File: config.mk
export PLATFORM = sky130hd
export DESIGN_NAME = sap_microsequencer
export DESIGN_NICKNAME = d
export VERILOG_FILES = /design/src/rtl/sap_microsequencer.sv
export SDC_FILE = /design/constraint.sdc
export NUM_CORES = 1
export LEC_CHECK = 0
export CORE_UTILIZATION = 40
export CTS_CLUSTER_SIZE = 16
export DETAILED_ROUTE_END_ITERATION = 10
export GPL_ROUTABILITY_DRIVEN = 0
export HOLD_SLACK_MARGIN = 0.05
export PLACE_DENSITY = 0.72
export SETUP_SLACK_MARGIN = 0.2
export SYNTH_ARGS = -nofsm -noshare
export SYNTH_HDL_FRONTEND = slang
export SYNTH_SLANG_ARGS = --single-unit
File: constraint.sdc
create_clock -name clock -period 5.2 [get_ports clock]
set_clock_uncertainty 0.05 [all_clocks]
set_input_delay 1.56 -clock clock [delete_from_list [all_inputs] [get_ports clock]]
set_output_delay 1.56 -clock clock [all_outputs]
set_load 0.1 [all_outputs]
File: src/rtl/sap_microsequencer.sv
// Hardwired control sequencer for the SAP-1 datapath.
//
// A six-state one-hot ring counter (T1..T6) steps through fetch (T1..T3) and
// execute (T4..T6). The 12-bit control word is a Moore decode of the ring state
// and the IR opcode, gated to the NOP word during reset, while frozen
// (enable low) and once halted. An 8-bit counter tracks retired instructions.
//
// Ports:
//   clock        in   system clock, rising-edge active
//   reset        in   asynchronous active-low reset
//   enable       in   1 = advance one T-state per clock, 0 = freeze and emit NOP
//   instruction  in   [3:0] opcode from the instruction register
//   control_word out  [11:0] {Cp,Ep,Lm,Ce,Li,Ei,La,Ea,Su,Eu,Lb,Lo}
//   t_state      out  [5:0] one-hot ring state, bit0 = T1
//   halted       out  high once HLT has executed
//   retired      out  [7:0] completed-instruction count (wraps)
module sap_microsequencer #(
  parameter logic [3:0] OP_LDA = 4'h0,
  parameter logic [3:0] OP_ADD = 4'h1,
  parameter logic [3:0] OP_SUB = 4'h2,
  parameter logic [3:0] OP_OUT = 4'hE,
  parameter logic [3:0] OP_HLT = 4'hF
) (
  input  logic        clock,
  input  logic        reset,
  input  logic        enable,
  input  logic [3:0]  instruction,
  output logic [11:0] control_word,
  output logic [5:0]  t_state,
  output logic        halted,
  output logic [7:0]  retired
);

  // Active-low strobes (Lm, Ce, Li, Ei, La, Lb, Lo) sit at 1 in the idle word.
  localparam logic [11:0] NopWord    = 12'h3E3;
  localparam logic [11:0] FetchT1    = 12'h5E3; // Ep, Lm
  localparam logic [11:0] FetchT2    = 12'hBE3; // Cp
  localparam logic [11:0] FetchT3    = 12'h263; // Ce, Li
  localparam logic [11:0] AddrToMar  = 12'h1A3; // Ei, Lm
  localparam logic [11:0] RamToA     = 12'h2C3; // Ce, La
  localparam logic [11:0] RamToB     = 12'h2E1; // Ce, Lb
  localparam logic [11:0] SumToA     = 12'h3C7; // Eu, La
  localparam logic [11:0] DiffToA    = 12'h3CF; // Su, Eu, La
  localparam logic [11:0] AToOut     = 12'h3F2; // Ea, Lo

  typedef enum logic [5:0] {
    StT1 = 6'b000001,
    StT2 = 6'b000010,
    StT3 = 6'b000100,
    StT4 = 6'b001000,
    StT5 = 6'b010000,
    StT6 = 6'b100000
  } state_e;

  state_e      state_q, state_d;
  logic        halted_q, halted_d;
  logic [7:0]  retired_q, retired_d;
  logic [11:0] decoded_word;
  logic        advance;

  assign advance = enable & ~halted_q;

  always_ff @(posedge clock or negedge reset) begin
    if (!reset) begin
      state_q   <= StT1;
      halted_q  <= 1'b0;
      retired_q <= 8'h00;
    end else begin
      state_q   <= state_d;
      halted_q  <= halted_d;
      retired_q <= retired_d;
    end
  end

  // Next-state: rotate the ring; HLT latches at the end of T4 so the ring
  // parks in T5. Any non-one-hot vector falls back to T1.
  always_comb begin
    state_d   = state_q;
    halted_d  = halted_q;
    retired_d = retired_q;
    if (advance) begin
      case (state_q)
        StT1: state_d = StT2;
        StT2: state_d = StT3;
        StT3: state_d = StT4;
        StT4: begin
          state_d = StT5;
          if (instruction == OP_HLT) begin
            halted_d = 1'b1;
          end
        end
        StT5: state_d = StT6;
        StT6: begin
          state_d   = StT1;
          retired_d = retired_q + 8'd1;
        end
        default: state_d = StT1;
      endcase
    end
  end

  // Opcode is only looked at in T4..T6; the IR is still loading during T3.
  always_comb begin
    decoded_word = NopWord;
    case (state_q)
      StT1: decoded_word = FetchT1;
      StT2: decoded_word = FetchT2;
      StT3: decoded_word = FetchT3;
      StT4: begin
        case (instruction)
          OP_LDA, OP_ADD, OP_SUB: decoded_word = AddrToMar;
          OP_OUT:                 decoded_word = AToOut;
          default:                decoded_word = NopWord;
        endcase
      end
      StT5: begin
        case (instruction)
          OP_LDA:         decoded_word = RamToA;
          OP_ADD, OP_SUB: decoded_word = RamToB;
          default:        decoded_word = NopWord;
        endcase
      end
      StT6: begin
        case (instruction)
          OP_ADD:  decoded_word = SumToA;
          OP_SUB:  decoded_word = DiffToA;
          default: decoded_word = NopWord;
        endcase
      end
      default: decoded_word = NopWord;
    endcase
  end

  // Reset is folded in combinationally so the bus idles immediately on assert.
  always_comb begin
    control_word = NopWord;
    if (reset && advance) begin
      control_word = decoded_word;
    end
  end

  assign t_state = state_q;
  assign halted  = halted_q;
  assign retired = retired_q;

endmodule
Word level (Yosys, flattened, before mapping)
Cells that the tools add are included.
{"block": "totals", "ff_bits": 15, "inputBits": 7, "output_inout_bits": 27, "elab_cells": 28}
{"block": "op_classes", "n_addsub": 1, "n_eq_ne": 10, "mux": 6, "bitwise": 2, "n_reduce_logical": 6}
{"operator": "$pmux W12 S6", "count": 1}
{"operator": "$pmux W6 S5", "count": 1}
{"operator": "$pmux W10 S2", "count": 1}
{"operator": "$pmux W9 S2", "count": 1}
{"operator": "$mux W12", "count": 1}
{"operator": "$pmux W6 S2", "count": 1}
{"operator": "$add A8 B1 Y8 const B", "count": 1}
{"operator": "$eq A4 B4 Y1 const B", "count": 2}
{"operator": "$eq A6 B1 Y1 const B", "count": 1}
{"operator": "$eq A6 B2 Y1 const B", "count": 1}
{"operator": "$eq A6 B3 Y1 const B", "count": 1}
{"operator": "$eq A6 B4 Y1 const B", "count": 1}
{"operator": "$eq A6 B5 Y1 const B", "count": 1}
{"operator": "$eq A6 B6 Y1 const B", "count": 1}
{"operator": "$eq A4 B1 Y1 const B", "count": 1}
{"operator": "$eq A4 B2 Y1 const B", "count": 1}
{"operator": "$logic_not A4 Y1", "count": 1}
{"operator": "$reduce_and A3 Y1", "count": 1}
{"operator": "$reduce_or A3 Y1", "count": 1}
{"operator": "$reduce_and A2 Y1", "count": 1}
{"operator": "$reduce_or A2 Y1", "count": 1}
{"operator": "$and A1 B1 Y1", "count": 1}
{"operator": "$logic_and A1 B1 Y1", "count": 1}
{"operator": "$not A1 Y1", "count": 1}

Longest topological paths before layout
{"block": "logic_depth", "word_depth": 5, "depth_mapped": 6, "depth_no_buf": 4}

Worst setup path after synthesis
No wires, ideal clock.
{"block": "synth_timing", "path_type": "input to output", "startpoint": "input port enable", "endpoint": "output port control_word[4]", "arrival_time_ns": 4.142, "required_ns": 3.590, "setup_slack_ns": -0.552, "path_stages": 3, "cell_sequence": "nor2b_1 -> nand2_1 -> nor3_1"}
{"block": "synth_between", "elab_chain_len": 3}
{"element": "start: declaration", "line": "26", "rtl": "input logic enable,"}
{"element": "$and A1 B1 Y1", "line": "61", "rtl": "assign advance = enable & ~halted_q;"}
{"element": "$logic_and A1 B1 Y1", "line": "137", "rtl": "if (reset && advance) begin"}
{"element": "$mux W12", "line": "137"}
{"element": "end: declaration", "line": "28", "rtl": "output logic [11:0] control_word,"}
No other way between the ends.

Final worst setup path
{"block": "layout_timing", "startpoint": "input port enable", "endpoint": "output port control_word[5]"}
Same word-level chain as after synthesis.

==> impl_metrics.py <==
metrics = {
    "run_status": {
        "outcome": "finished clean",
    },
    "floorplan": {
        "rows": 17,
        "dieArea_um2": 2502,
        "coreArea_um2": 2191,
        "num_io_pins": 34,
        "die_h_um": 50.02,
        "die_x_um": 50.02,
        "initial_core_util": 0.4209,
    },
    "grt": {
        "grt_max_degree": 19,
        "grt_usage": 0.1954,
        "antenna_found_initial": 0,
        "first_global_vias": 859,
        "grt_pass1_wl_mm": 3.753,
        "grt-ovfl-total": 0,
    },
    "routing": {
        "wl_per_cell_um": 13.70,
        "first_iter_violations": 16,
        "drt_pre_antenna_iters": 4,
        "vias": 886,
        "drc": 0,
        "postRouteWirelength_mm": 2.233,
        "antenna_left": 0,
        "avgViaCountPerCell": 5.436,
    },
    "synth": {
        "synth.avg_cell_area_um2": 9.221,
        "yosysTopAreaCell": "dfrtp_1",
        "synth_area_um2": 922.1,
        "synth_nets": 108,
        "synth_cell_types": 33,
        "yosysTopAreaCellShare": 0.3799,
        "ys_warn_count": 0,
        "synth-edff-count": 0,
        "synth_seq_cells": 15,
        "synthCells": 100,
        "ys_seq_area_frac": 0.4084,
        "synth_area_leaders": "dfrtp_1 (38%), nand2_1 (7.7%), xnor2_1 (5.7%)",
        "synth.most_common_cell": "nand2_1",
        "synthArstFlopShare": 1.000,
        "yosys-top-cells-count": "nand2_1 (19), dfrtp_1 (14), nor2_1 (7)",
        "synth-main-ff-cell": "dfrtp_1",
    },
    "power": {
        "intPower_mw": 0.2645,
        "clkPwrFrac": 0.118,
        "peakVddDrop_v": 0.0004913,
        "power.density_nw_per_um2": 410.1,
        "p_comb_frac": 0.577,
        "p_total_mw": 0.5875,
        "leakagePower_nw": 0.6004,
        "swShare": 0.5497,
        "power.switching_mw": 0.3230,
        "power_frac_seq": 0.304,
    },
    "cells_and_area": {
        "regArea_um2": 376.6,
        "nNetsFinal": 144,
        "antennaDiodeCount": 0,
        "syn_to_final_growth_pct": 55.36,
        "multi_input_area_um2": 528.0,
        "fill_cells": 184,
        "drive_gt1_frac": 0.1852,
    },
    "worst_setup_path": {
        "worstReg2RegStart": "t_state[1]",
        "cp.required_ns": 3.59,
        "critPathLaunchType": "primary input",
        "worstPathArrival_ns": 3.27,
        "worstSetupEndpointType": "output pin",
        "crit_end": "control_word[5]",
        "worstRegToRegCells": 4,
        "critical_path_class": "primary input to output pin",
        "r2r_end": "retired[3]",
        "reg2reg_slack_ns": 3.47,
        "startpoint": "enable",
        "crit_path_max_fanout": 7,
    },
    "timing": {
        "final-max-slew-violation-count": 0,
        "tns_ns": 0,
        "setup_viol": 0,
        "period_needed_ns": 4.881,
        "fmaxAchievable_ghz": 0.2049,
        "rsz0062_at_grt": "false",
        "hold_violations": 0,
        "min_period_over_period": 0.9386,
        "tightest_slew_ns": 0.9707,
        "maxSlewHeadroom": 0.3508,
    },
    "clock_tree": {
        "clkTransAtPathRegs_ns": 0.10,
        "post-cts-setup-buffers": 0,
        "cts_tree": "built",
        "numCtsBuffers": 3,
        "cts.sinks": 15,
        "h-tree-depth": 1,
        "ctsResizeCount": 0,
        "clock_latency_ns": 0.28,
        "clockBufferDepth": 2,
        "root_buffer": "clkbuf_4",
        "cts_hold_buf": 0,
    },
    "place": {
        "place_hpwl_mm": 1.689,
        "numPortBuffers": 33,
    },
    "worst_hold_path": {
        "hold_class": "flip-flop to flip-flop",
    },
    "job": {
        "max-cap-violations": 0,
    },
}
==> stage by stage <==
step | instance area, um^2 | hold WS [ns] | worst slack [ns] | cells | utilization
after detailed placement | 1405 | 0.4161 | 0.3595 | 159 | 0.6413
final | 1433 | 0.4221 | 0.3194 | 163 | 0.6539
after floorplan | 932.1 | 0.6861 | 0.2309 | 100 | -
after global placement | 1405 | 0.4064 | 0.4442 | 159 | 0.6413
after CTS | 1433 | 0.4325 | 0.3518 | 163 | 0.6539
after global routing | 1433 | 0.4613 | 0.2079 | 163 | 0.6539
==> kinds of logic (layout without fill, tap and decap cells) <==
logic type                 after synthesis  count (layout)  synth area share
and+or+nand+nor                         59              59            0.3759
AOI/OAI and AO/OA                       12              12           0.08684
DFF                                     15              15            0.4084
xor gates and xnor gates                 9               9           0.08549
adders and majority gates                1               1           0.01357
buffers and inverters                    4              39           0.02984
==> routing by layer <==
metal	vias to the layer above	part of all wire	global-route usage
met5	-	0	0
met4	0	0	0.03810
met3	0	0.045	0.03704
met2	26	0.52	0.3622
met1	429	0.43	0.2286
li1	431	-	-
==> power groups by stage <==
stage                     combinational, mW  sequential [mW]  clock [mW]
final                                 0.339            0.179      0.0696
after global routing                  0.355            0.182      0.0756
after CTS                             0.339            0.179      0.0715
after detailed placement              0.338            0.180           0
after global placement                0.335            0.179           0
after floorplan                       0.144            0.289           0
==> worst min path at each step <==
stage                     cells after the start  startpoint         end  slack, ns
after detailed placement                      1  retired[7]  retired[7]       0.42
after floorplan                               2  t_state[0]  t_state[0]       0.69
after CTS                                     1  retired[7]  retired[7]       0.43
after global placement                        1  retired[7]  retired[7]       0.41
final                                         1  retired[7]  retired[7]       0.42
after global routing                          1  retired[4]  retired[4]       0.46
==> critical path: stages <==
cell and delay, ns:
clkdlybuf4s50_1 0.48, nor2b_1 0.18, nand2_1 0.18, a211oi_1 0.39, nand4b_1 0.24, buf_12 0.23
==> registers in the layout, indices dropped and copies added (netlist names) <==
signal / count
retired: 8
halted: 1
t_state: 6
==> cell usage in the layout (no fill, tap or decap), types with 4 or more instances in the layout <==
cell type	netlist	layout
nand4_1	5	5
xnor2_1	6	6
clkdlybuf4s50_1	0	21
nand3_1	4	4
nor2_1	7	7
nor2b_1	4	4
buf_12	0	12
dfrtp_1	14	14
nand2_1	19	19
==> cell type report <==
| class | count | share of cell area |
|---|---|---|
| clock inverters | 1 | 0.003493 |
| clock buffers | 3 | 0.01572 |
| well taps | 28 | 0.02445 |
| flip-flops and latches | 15 | 0.2629 |
| repair buffers | 35 | 0.3249 |
| multi-input cells | 81 | 0.3686 |
No activity file was read; power rests on OpenSTA's default activity.
